File: config.mk
export PLATFORM = sky130hd
export DESIGN_NAME = cc_speedtick_gen
export DESIGN_NICKNAME = d
export VERILOG_FILES = /design/src/rtl/cc_speedtick_gen_pkg.sv /design/src/rtl/cc_speedtick_tc_rom.sv /design/src/rtl/cc_speedtick_gen.sv
export SDC_FILE = /design/constraint.sdc
export NUM_CORES = 1
export LEC_CHECK = 0
export CAP_MARGIN = 10
export CORE_MARGIN = 1.5
export CORE_UTILIZATION = 50
export DETAILED_ROUTE_END_ITERATION = 8
export HOLD_SLACK_MARGIN = 0.05
export PLACE_DENSITY = 0.77
export SLEW_MARGIN = 20
export SYNTH_ARGS = -nofsm -noshare
export SYNTH_HDL_FRONTEND = slang
export SYNTH_SLANG_ARGS = --single-unit
File: constraint.sdc
create_clock -name CC_SPEEDTICK_CLOCK_50 -period 3.4 [get_ports CC_SPEEDTICK_CLOCK_50]
set_clock_uncertainty 0.2 [all_clocks]
set_input_delay 0.68 -clock CC_SPEEDTICK_CLOCK_50 [delete_from_list [all_inputs] [get_ports CC_SPEEDTICK_CLOCK_50]]
set_output_delay 0.68 -clock CC_SPEEDTICK_CLOCK_50 [all_outputs]
set_load 0.01 [all_outputs]
File: src/rtl/cc_speedtick_gen_pkg.sv
// -----------------------------------------------------------------------------
// cc_speedtick_gen_pkg
// Shared definitions for the speed-tick generator:
//   - state_t      : run-control state encoding (STOP / RUN / PAUSE)
//   - spd_tc()     : terminal count for a level, (2^width - 1) >> level
//   - sat_level()  : clamps a requested level to the highest legal level
// -----------------------------------------------------------------------------
package cc_speedtick_gen_pkg;

    typedef enum logic [1:0] {
        ST_STOP  = 2'd0,
        ST_RUN   = 2'd1,
        ST_PAUSE = 2'd2
    } state_t;

    // Widest counter the terminal-count helper supports.
    localparam int unsigned TC_MAX_W = 32;

    // All-ones of 'width' bits, shifted right once per speed level, so each
    // level halves the tick period.
    function automatic logic [TC_MAX_W-1:0] spd_tc(input int unsigned width,
                                                   input int unsigned level);
        logic [TC_MAX_W:0] one;
        logic [TC_MAX_W:0] ones;
        one  = {{TC_MAX_W{1'b0}}, 1'b1};
        ones = (one << width) - one;
        return ones[TC_MAX_W-1:0] >> level;
    endfunction

    // Saturate a requested level to levels-1.
    function automatic int unsigned sat_level(input int unsigned req,
                                              input int unsigned levels);
        return (req >= levels) ? (levels - 1) : req;
    endfunction

endpackage

File: src/rtl/cc_speedtick_tc_rom.sv
// -----------------------------------------------------------------------------
// cc_speedtick_tc_rom
// Combinational level -> terminal-count lookup.
// Ports:
//   level  in   LEVELWIDTH  active speed level
//   tc     out  DATAWIDTH   terminal count for that level
// Levels at or above LEVELS (never reached in normal use) map to the top
// level's terminal count.
// -----------------------------------------------------------------------------
module cc_speedtick_tc_rom
    import cc_speedtick_gen_pkg::*;
#(
    parameter int DATAWIDTH  = 25,
    parameter int LEVELS     = 4,
    parameter int LEVELWIDTH = 2
) (
    input  logic [LEVELWIDTH-1:0] level,
    output logic [DATAWIDTH-1:0]  tc
);

    always_comb begin
        tc = DATAWIDTH'(spd_tc(DATAWIDTH, LEVELS - 1));
        for (int l = 0; l < LEVELS; l++) begin
            if (level == LEVELWIDTH'(l)) begin
                tc = DATAWIDTH'(spd_tc(DATAWIDTH, l));
            end
        end
    end

endmodule

File: src/rtl/cc_speedtick_gen.sv
// -----------------------------------------------------------------------------
// cc_speedtick_gen
// Speed-tick generator: a free-running counter is compared against a
// level-dependent terminal count and a one-cycle active-low tick is emitted
// each period. The level can be loaded at runtime and can auto-accelerate
// after TICKS_PER_LEVEL ticks.
// Ports:
//   CC_SPEEDTICK_CLOCK_50      in   1           clock, rising edge
//   CC_SPEEDTICK_RESET_InLow   in   1           async reset, active low
//   CC_SPEEDTICK_enable_In     in   1           1 = count, 0 = pause
//   CC_SPEEDTICK_clear_In      in   1           sync restart, level kept
//   CC_SPEEDTICK_autoMode_In   in   1           auto-accelerate enable
//   CC_SPEEDTICK_levelLoad_In  in   1           strobe capturing level_InBUS
//   CC_SPEEDTICK_level_InBUS   in   LEVELWIDTH  requested level
//   CC_SPEEDTICK_T0_OutLow     out  1           registered tick, low 1 cycle
//   CC_SPEEDTICK_level_OutBUS  out  LEVELWIDTH  active level
//   CC_SPEEDTICK_maxLevel_Out  out  1           active level is LEVELS-1
// -----------------------------------------------------------------------------
module cc_speedtick_gen
    import cc_speedtick_gen_pkg::*;
#(
    parameter int DATAWIDTH       = 25,
    parameter int LEVELS          = 4,
    parameter int LEVELWIDTH      = 2,
    parameter int TICKS_PER_LEVEL = 16
) (
    input  logic                  CC_SPEEDTICK_CLOCK_50,
    input  logic                  CC_SPEEDTICK_RESET_InLow,
    input  logic                  CC_SPEEDTICK_enable_In,
    input  logic                  CC_SPEEDTICK_clear_In,
    input  logic                  CC_SPEEDTICK_autoMode_In,
    input  logic                  CC_SPEEDTICK_levelLoad_In,
    input  logic [LEVELWIDTH-1:0] CC_SPEEDTICK_level_InBUS,
    output logic                  CC_SPEEDTICK_T0_OutLow,
    output logic [LEVELWIDTH-1:0] CC_SPEEDTICK_level_OutBUS,
    output logic                  CC_SPEEDTICK_maxLevel_Out
);

    localparam int TCW = $clog2(TICKS_PER_LEVEL + 1);
    localparam logic [LEVELWIDTH-1:0] TOP_LEVEL = LEVELWIDTH'(LEVELS - 1);
    localparam logic [TCW-1:0] TCNT_LAST = TCW'(TICKS_PER_LEVEL - 1);

    state_t                  state;
    state_t                  state_nxt;
    logic [DATAWIDTH-1:0]    count;
    logic [DATAWIDTH-1:0]    tc;
    logic [TCW-1:0]          tick_count;
    logic [LEVELWIDTH-1:0]   level;
    logic [LEVELWIDTH-1:0]   pend_level;
    logic                    pend_vld;
    logic                    t0_n;
    logic                    tick;
    logic                    apply_stop;
    logic                    counting;

    cc_speedtick_tc_rom #(
        .DATAWIDTH  (DATAWIDTH),
        .LEVELS     (LEVELS),
        .LEVELWIDTH (LEVELWIDTH)
    ) u_tc_rom (
        .level (level),
        .tc    (tc)
    );

    // State register
    always_ff @(posedge CC_SPEEDTICK_CLOCK_50 or negedge CC_SPEEDTICK_RESET_InLow) begin
        if (!CC_SPEEDTICK_RESET_InLow) begin
            state <= ST_STOP;
        end else begin
            state <= state_nxt;
        end
    end

    // Next state and per-cycle events. clear overrides everything, so every
    // event below is masked by it.
    always_comb begin
        state_nxt  = state;
        counting   = 1'b0;
        tick       = 1'b0;
        apply_stop = 1'b0;
        if (CC_SPEEDTICK_clear_In) begin
            state_nxt = ST_STOP;
        end else begin
            case (state)
                ST_STOP: begin
                    apply_stop = pend_vld;
                    if (CC_SPEEDTICK_enable_In) state_nxt = ST_RUN;
                end
                ST_RUN: begin
                    if (CC_SPEEDTICK_enable_In) begin
                        counting = 1'b1;
                        tick     = (count == tc);
                    end else begin
                        state_nxt = ST_PAUSE;
                    end
                end
                ST_PAUSE: begin
                    if (CC_SPEEDTICK_enable_In) state_nxt = ST_RUN;
                end
                default: state_nxt = ST_STOP;
            endcase
        end
    end

    // Period counter: only advances in RUN with enable high; the edge that
    // enters RUN does not advance it, so a resume picks up exactly where the
    // pause left off.
    always_ff @(posedge CC_SPEEDTICK_CLOCK_50 or negedge CC_SPEEDTICK_RESET_InLow) begin
        if (!CC_SPEEDTICK_RESET_InLow) begin
            count <= '0;
        end else if (CC_SPEEDTICK_clear_In) begin
            count <= '0;
        end else if (counting) begin
            count <= tick ? '0 : count + DATAWIDTH'(1);
        end
    end

    // Level and auto-acceleration tick counter. A pending load wins over
    // auto-increment; the level only ever moves on a tick or while stopped.
    always_ff @(posedge CC_SPEEDTICK_CLOCK_50 or negedge CC_SPEEDTICK_RESET_InLow) begin
        if (!CC_SPEEDTICK_RESET_InLow) begin
            level      <= '0;
            tick_count <= '0;
        end else if (CC_SPEEDTICK_clear_In) begin
            tick_count <= '0;
        end else if (apply_stop || (tick && pend_vld)) begin
            level      <= pend_level;
            tick_count <= '0;
        end else if (tick && CC_SPEEDTICK_autoMode_In) begin
            if (tick_count == TCNT_LAST) begin
                tick_count <= '0;
                if (level != TOP_LEVEL) level <= level + LEVELWIDTH'(1);
            end else begin
                tick_count <= tick_count + TCW'(1);
            end
        end
    end

    // Pending-load flag. A strobe in the same cycle as an application is a new
    // request, so capture takes priority over consumption.
    always_ff @(posedge CC_SPEEDTICK_CLOCK_50 or negedge CC_SPEEDTICK_RESET_InLow) begin
        if (!CC_SPEEDTICK_RESET_InLow) begin
            pend_vld <= 1'b0;
        end else if (CC_SPEEDTICK_levelLoad_In) begin
            pend_vld <= 1'b1;
        end else if (apply_stop || (tick && pend_vld)) begin
            pend_vld <= 1'b0;
        end
    end

    // Pending level value; only meaningful while pend_vld is set.
    always_ff @(posedge CC_SPEEDTICK_CLOCK_50) begin
        if (CC_SPEEDTICK_levelLoad_In) begin
            pend_level <= LEVELWIDTH'(sat_level(32'(CC_SPEEDTICK_level_InBUS), LEVELS));
        end
    end

    // Registered tick output: low for the single cycle after a tick edge.
    always_ff @(posedge CC_SPEEDTICK_CLOCK_50 or negedge CC_SPEEDTICK_RESET_InLow) begin
        if (!CC_SPEEDTICK_RESET_InLow) begin
            t0_n <= 1'b1;
        end else begin
            t0_n <= ~tick;
        end
    end

    assign CC_SPEEDTICK_T0_OutLow    = t0_n;
    assign CC_SPEEDTICK_level_OutBUS = level;
    assign CC_SPEEDTICK_maxLevel_Out = (level == TOP_LEVEL);

endmodule

* Word-level counts from Yosys, hierarchy flattened
Index checks and enable logic that the tools add are counted. Widths: inputs -> output; s select.
Storage, ports and cells: register bits 38, bits of input ports 8, output and inout bits 4, word-level logic and storage cells 65
Cells by class: add/subtract/negate cells 3, equal/unequal tests 10, muxes and demuxes 29, bitwise operators 2, reduce and logical (&&, ||, !) cells 14
Operator list (count):
- $mux 25 | 7
- $add 25x1->25 const B | 1
- $eq 25x25->1 | 1
- $mux 5 | 4
- $mux 2 | 7
- $mux 1 | 10
- $reduce_bool 2->1 | 5
- $eq 2x2->1 const B | 3
- $add 5x1->5 const B | 1
- $eq 5x4->1 const B | 1
- $eq 2x1->1 const B | 2
- $logic_not 2->1 | 2
- $pmux 2 s2 | 1
- $reduce_and 4->1 | 1
- $ne 3x1->1 const B | 1
- $ne 3x3->1 const B | 1
- $reduce_bool 3->1 | 1
- $add 2x1->2 const B | 1
- $logic_and 1x1->1 | 2
- $ne 2x2->1 const B | 1
- $not 1->1 | 2
- $reduce_and 2->1 | 1
- $reduce_or 2->1 | 1
- $logic_or 1x1->1 | 1

* Logic depth before layout (Yosys ltp)
depth after elaboration 13, gate-level depth with buffers 9, depth with buffers taken out 7

* By module
Synthesis repeated with hierarchy kept, for this count alone.
Second synthesis, totals: cell total of the unflattened synthesis 298, area, all modules 2617.5 um2
Modules (own cells, without submodules):
- cc_speedtick_gen | times used 1, cells each 272, area each 2437.3 um2, seq. area each 962.2 um2
- cc_speedtick_tc_rom | times used 1, cells each 26, area each 180.2 um2, seq. area each 0.0 um2

* Worst setup path before layout
OpenSTA, ideal clock, no wires.
path kind register to register, start register level[0] (netlist: CC_SPEEDTICK_level_OutBUS[0]), end register level[1] (netlist: CC_SPEEDTICK_level_OutBUS[1]), library setup time 0.125 ns, arrival 2.290 ns, required time 3.075 ns, slack 0.786 ns, stages on the path, launching flop included 7, path buffers 0, clock period less this slack 2.614 ns, cell sequence dfrtp_1 > inv_1 > ha_1 > or4_4 > a2111oi_2 > mux2_2 > mux2_2
On the way: cells in the longest elaborated chain, start to end 13, elaborated cells between the ends (all ways) 25, classes of those cells 1 x add/sub; 5 x eq/ne; 11 x mux; 8 x reduce/logical
RTL lines:
- start, declared | RTL line cc_speedtick_gen.sv:48 | logic [LEVELWIDTH-1:0] level;
- start signal, assigned | RTL line cc_speedtick_gen.sv:127 | level <= pend_level;
- start signal, assigned | RTL line cc_speedtick_gen.sv:132 | if (level != TOP_LEVEL) level <= level + LEVELWIDTH'(1);
- $logic_not 2->1 | RTL line cc_speedtick_tc_rom.sv:24 | if (level == LEVELWIDTH'(l)) begin
- $mux 25 (4 in series) | RTL line cc_speedtick_tc_rom.sv:24
- $eq 25x25->1 | RTL line cc_speedtick_gen.sv:92 | tick = (count == tc);
- $mux 1 | RTL line cc_speedtick_gen.sv:90 | if (CC_SPEEDTICK_enable_In) begin
- $mux 1 | RTL line cc_speedtick_gen.sv:84 | case (state)
- $mux 1 | RTL line cc_speedtick_gen.sv:81 | if (CC_SPEEDTICK_clear_In) begin
- $logic_and 1x1->1 | RTL line cc_speedtick_gen.sv:126 | end else if (apply_stop || (tick && pend_vld)) begin
- $logic_or 1x1->1 | RTL line cc_speedtick_gen.sv:126
- $reduce_bool 2->1 (no line)
- $reduce_and 4->1 (no line)
Parallel ways exist; a longest one is shown, timed or not. The select of a mux whose other input is x is not followed. A chain may end at the register's enable or synchronous reset.

* Worst setup path in the final report
start register level[0] (netlist: CC_SPEEDTICK_level_OutBUS[0]), end register count[18]
On the way: cells in the longest elaborated chain, start to end 12, elaborated cells between the ends (all ways) 15, classes of those cells 4 x eq/ne; 10 x mux; 1 x reduce/logical
RTL lines:
- $logic_not 2->1 | RTL line cc_speedtick_tc_rom.sv:24
- $mux 25 (3 in series) | RTL line cc_speedtick_tc_rom.sv:24
- $mux 25 * | RTL line cc_speedtick_tc_rom.sv:24
- $eq 25x25->1 * | RTL line cc_speedtick_gen.sv:92
- $mux 1 * | RTL line cc_speedtick_gen.sv:90
- $mux 1 * | RTL line cc_speedtick_gen.sv:84
- $mux 1 * | RTL line cc_speedtick_gen.sv:81
- $mux 25 * | RTL line cc_speedtick_gen.sv:114 | count <= tick ? '0 : count + DATAWIDTH'(1);
- $mux 25 * | RTL line cc_speedtick_gen.sv:113 | end else if (counting) begin
- $mux 25 * | RTL line cc_speedtick_gen.sv:111 | end else if (CC_SPEEDTICK_clear_In) begin
- end signal, assigned | RTL line cc_speedtick_gen.sv:114
- end, declared | RTL line cc_speedtick_gen.sv:45 | logic [DATAWIDTH-1:0] count;
Mark *: on every way between the ends. The rest lies on a longest branch, timed or not. The select of a mux whose other input is x is not followed.

==> key figures <==
Drt
  – Routed wire length per instance: 15.5 µm
  – Total wire length: 4.73 mm
  – Initial drt markers: 131
  – Vias/cell: 6.27
  – DRT Pass-1 Iters: 4
  – Routed vias: 1,913
  – Antenna viol nets, final: 0
  – DRC viols: 0

Logic synthesis
  – Area leader, netlist: dfrtp_1
  – Seq/Total Area, Yosys: 41.3%
  – Yosys cell types: 46
  – Post-synth EDFFs: 2
  – Synthesized instance count: 241
  – Yosys Warn Count: 0
  – Share of flip-flops with an asynchronous set or reset: 94.7%
  – Mapped cell area: 0.00233 mm²
  – Post-synth top cells: dfrtp_1 (35), nor3_1 (16), nand2_1 (15), nor2_1 (15), nand3_1 (14)
  – Syn avg cell area: 9.68 µm²
  – Count leader, synth: dfrtp_1
  – Synth top area cells: dfrtp_1 (38%), ha_1 (3.8%), nor3_1 (3.4%)
  – Yosys reg bits: 38
  – Post-synth top area share: 37.6%
  – Most used DFF post-synth: dfrtp_1
  – Syn nets: 256

Clock tree
  – Later-pin clock latency in the skew report: 0.29 ns
  – H-tree Lvls: 2
  – CTS tree: yes
  – Reg clk slew, reported paths: 0.08 ns
  – Setup Buffers After CTS: 0
  – CTS Root Cell: clkbuf_8
  – Post-cts gate resize count: 0
  – TritonCTS Buffers: 5
  – Clock sinks: 38
  – Hold_buf cts: 0
  – Longest Clk Path Bufs: 2

GRT
  – Number of global-route vias before repair: 1,799
  – First-pass GRT wire length: 8.27 mm
  – Initial antenna violation count: 0
  – Largest net degree at the start of global routing: 40
  – Tot GR Track Use: 20.2%
  – GRT overflow: 0

Timing
  – Final setup viols: 0
  – Max Freq: 362 MHz
  – RSZ-0062 raised after global routing: false
  – Final-report hold violation count: 0
  – Max Slew Vio Count: 0
  – Relative slew slack: 46.4%
  – Setup ws final: 0.637 ns
  – Setup TNS: 0 ns
  – Slew @ Worst Pin: 0.804 ns
  – Min Tclk post-route: 2.76 ns
  – Crit share post-route: 81.3%

Placement
  – Port Buffers: 11
  – Pre-CTS setup slack: 0.419 ns
  – Placer Congestion: 0.826
  – Hpwl dp: 3.34 mm

Pwr
  – Pwr dens: 349 mW/mm²
  – Switch Pwr: 233 µW
  – Combinational power share: 13.5%
  – Internal: 666 µW
  – Power, Total: 899 µW
  – Clock power share: 33.3%
  – Reg power frac: 53.2%
  – P_leak: 0.984 nW
  – Switching share of power: 26.0%
  – VDD IR-drop max: 166 µV

Layout
  – Diode count: 0
  – Util after Layout: 58.3%
  – Share of layout cells above drive strength 1: 10.3%
  – Syn-to-layout area delta: 10.4%
  – Final nets: 267

Critical path
  – Kind of critical path: reg2reg
  – Critical path peak fanout: 39
  – Setup crit end kind: flop
  – Worst EP arrival: 2.73 ns
  – Cells along the critical path: inv_1 > ha_1 > or4_4 > a2111oi_4 > buf_12 > nor2_1 > a221o_1
  – Req. time, crit path: 3.37 ns
  – Startpoint Class: flop
  – Crit path largest cell delay: 0.55 ns
  – CP max-delay cell: or4_4

Floorplanning
  – Initial Util: 52.8%
  – Die Area: 0.00508 mm²
  – Total number of placement rows: 24
  – Ports: 12
  – Chip Height: 71.3 µm
  – Die width: 71.3 µm
  – Core Footprint: 0.00441 mm²

Run
  – Max capacitance violation total: 0

Hold path
  – Tightest Hold Check Type: in2async

Run status
  – Status: completed
==> metrics by stage <==
step,instance area [µm²],instances,hold WS (ns)
6_report,2570,305,0.276
2_1_floorplan,2330,241,0.184
4_1_cts,2570,305,0.309
3_5_place_dp,2490,297,0.291
3_3_place_gp,2490,297,0.282
5_1_grt,2570,305,0.319
==> sequential cells by signal, indices dropped and copies added, names as in the netlist <==
register	count
pend_vld	1
CC_SPEEDTICK_T0_OutLow	1
state	2
CC_SPEEDTICK_level_OutBUS	2
tick_count	5
pend_level	2
count	25
==> power by group through the flow <==
stage                     registers (mW)  logic [mW]  clock network [mW]
after global routing               0.480       0.137               0.324
after CTS                          0.479       0.122               0.306
after detailed placement           0.488       0.122                   0
after global placement             0.487       0.120                   0
final                              0.478       0.121               0.299
after floorplan                    0.487      0.0687                   0
==> layer usage <==
layer  wire, µm  track usage [%]  share of wire [%]  vias to the layer above
met1       2340             29.2                 50                      927
li1           -                -                  -                      947
met5          0                0                  0                        -
met2       2140             30.3                 45                       32
met4         67             7.55                1.4                        0
met3        176             3.94                3.7                        7
==> path summary, 6_finish.rpt <==
| path | start | endpoint | slack [ns] | depth (start not counted) |
|---|---|---|---|---|
| worst min-delay path | CC_SPEEDTICK_RESET_InLow | tick_count[0] | 0.28 | 1 |
| max in group asynchronous | CC_SPEEDTICK_RESET_InLow | count[6] | 2.22 | 1 |
| worst max-delay path | CC_SPEEDTICK_level_OutBUS[0] | count[18] | 0.64 | 7 |
| min in group CC_SPEEDTICK_CLOCK_50 | pend_level[0] | CC_SPEEDTICK_level_OutBUS[0] | 0.30 | 1 |
| worst max register to register | CC_SPEEDTICK_level_OutBUS[0] | count[18] | 0.64 | 7 |
| worst min register to register | pend_level[0] | CC_SPEEDTICK_level_OutBUS[0] | 0.30 | 1 |
==> placed cells by master (no fill, tap or decap), drive strengths merged, types with 6 or more instances in the layout <==
cell type,count
dfrtp,35
nor3,16
nor2,15
nand2,15
nand3,14
nand4,10
nor3b,10
clkdlybuf4s50,10
inv,9
o21a,9
o311ai,8
clkbuf,8
and3,7
ha,7
buf,7
o31ai,6
o22a,6
nor4,6
==> cell type report <==
class / count / area (µm²)
inverters: 9 / 33.8
repair buffers: 17 / 163
well taps: 52 / 65.1
clock buffers: 8 / 80.1
multi-input cells: 181 / 1270
flip-flops and latches: 38 / 962
fillers: 385 / 1840
==> kinds of logic (layout without fill, tap and decap cells) <==
kind of cell,Yosys count,after routing,share of synthesized area [%]
XOR/XNOR,6,6,2.25
AND/OR/NAND/NOR,112,112,27.1
buffers and inverters,22,34,4.29
multiplexers,3,3,1.45
flip-flops,38,38,41.3
adder cells (fa/ha/maj),7,7,3.76
AO/OA/AOI/OAI,53,53,19.9
==> critical path: cells and delay by family (launching register included) <==
family / cells / cell delay [ns]
buffers and inverters: 2 / 0.35
AOI/OAI and AO/OA: 2 / 0.76
DFF: 1 / 0.42
adders and majority gates: 1 / 0.22
and+or+nand+nor: 2 / 0.67
Power figures use the tool's default switching activity.
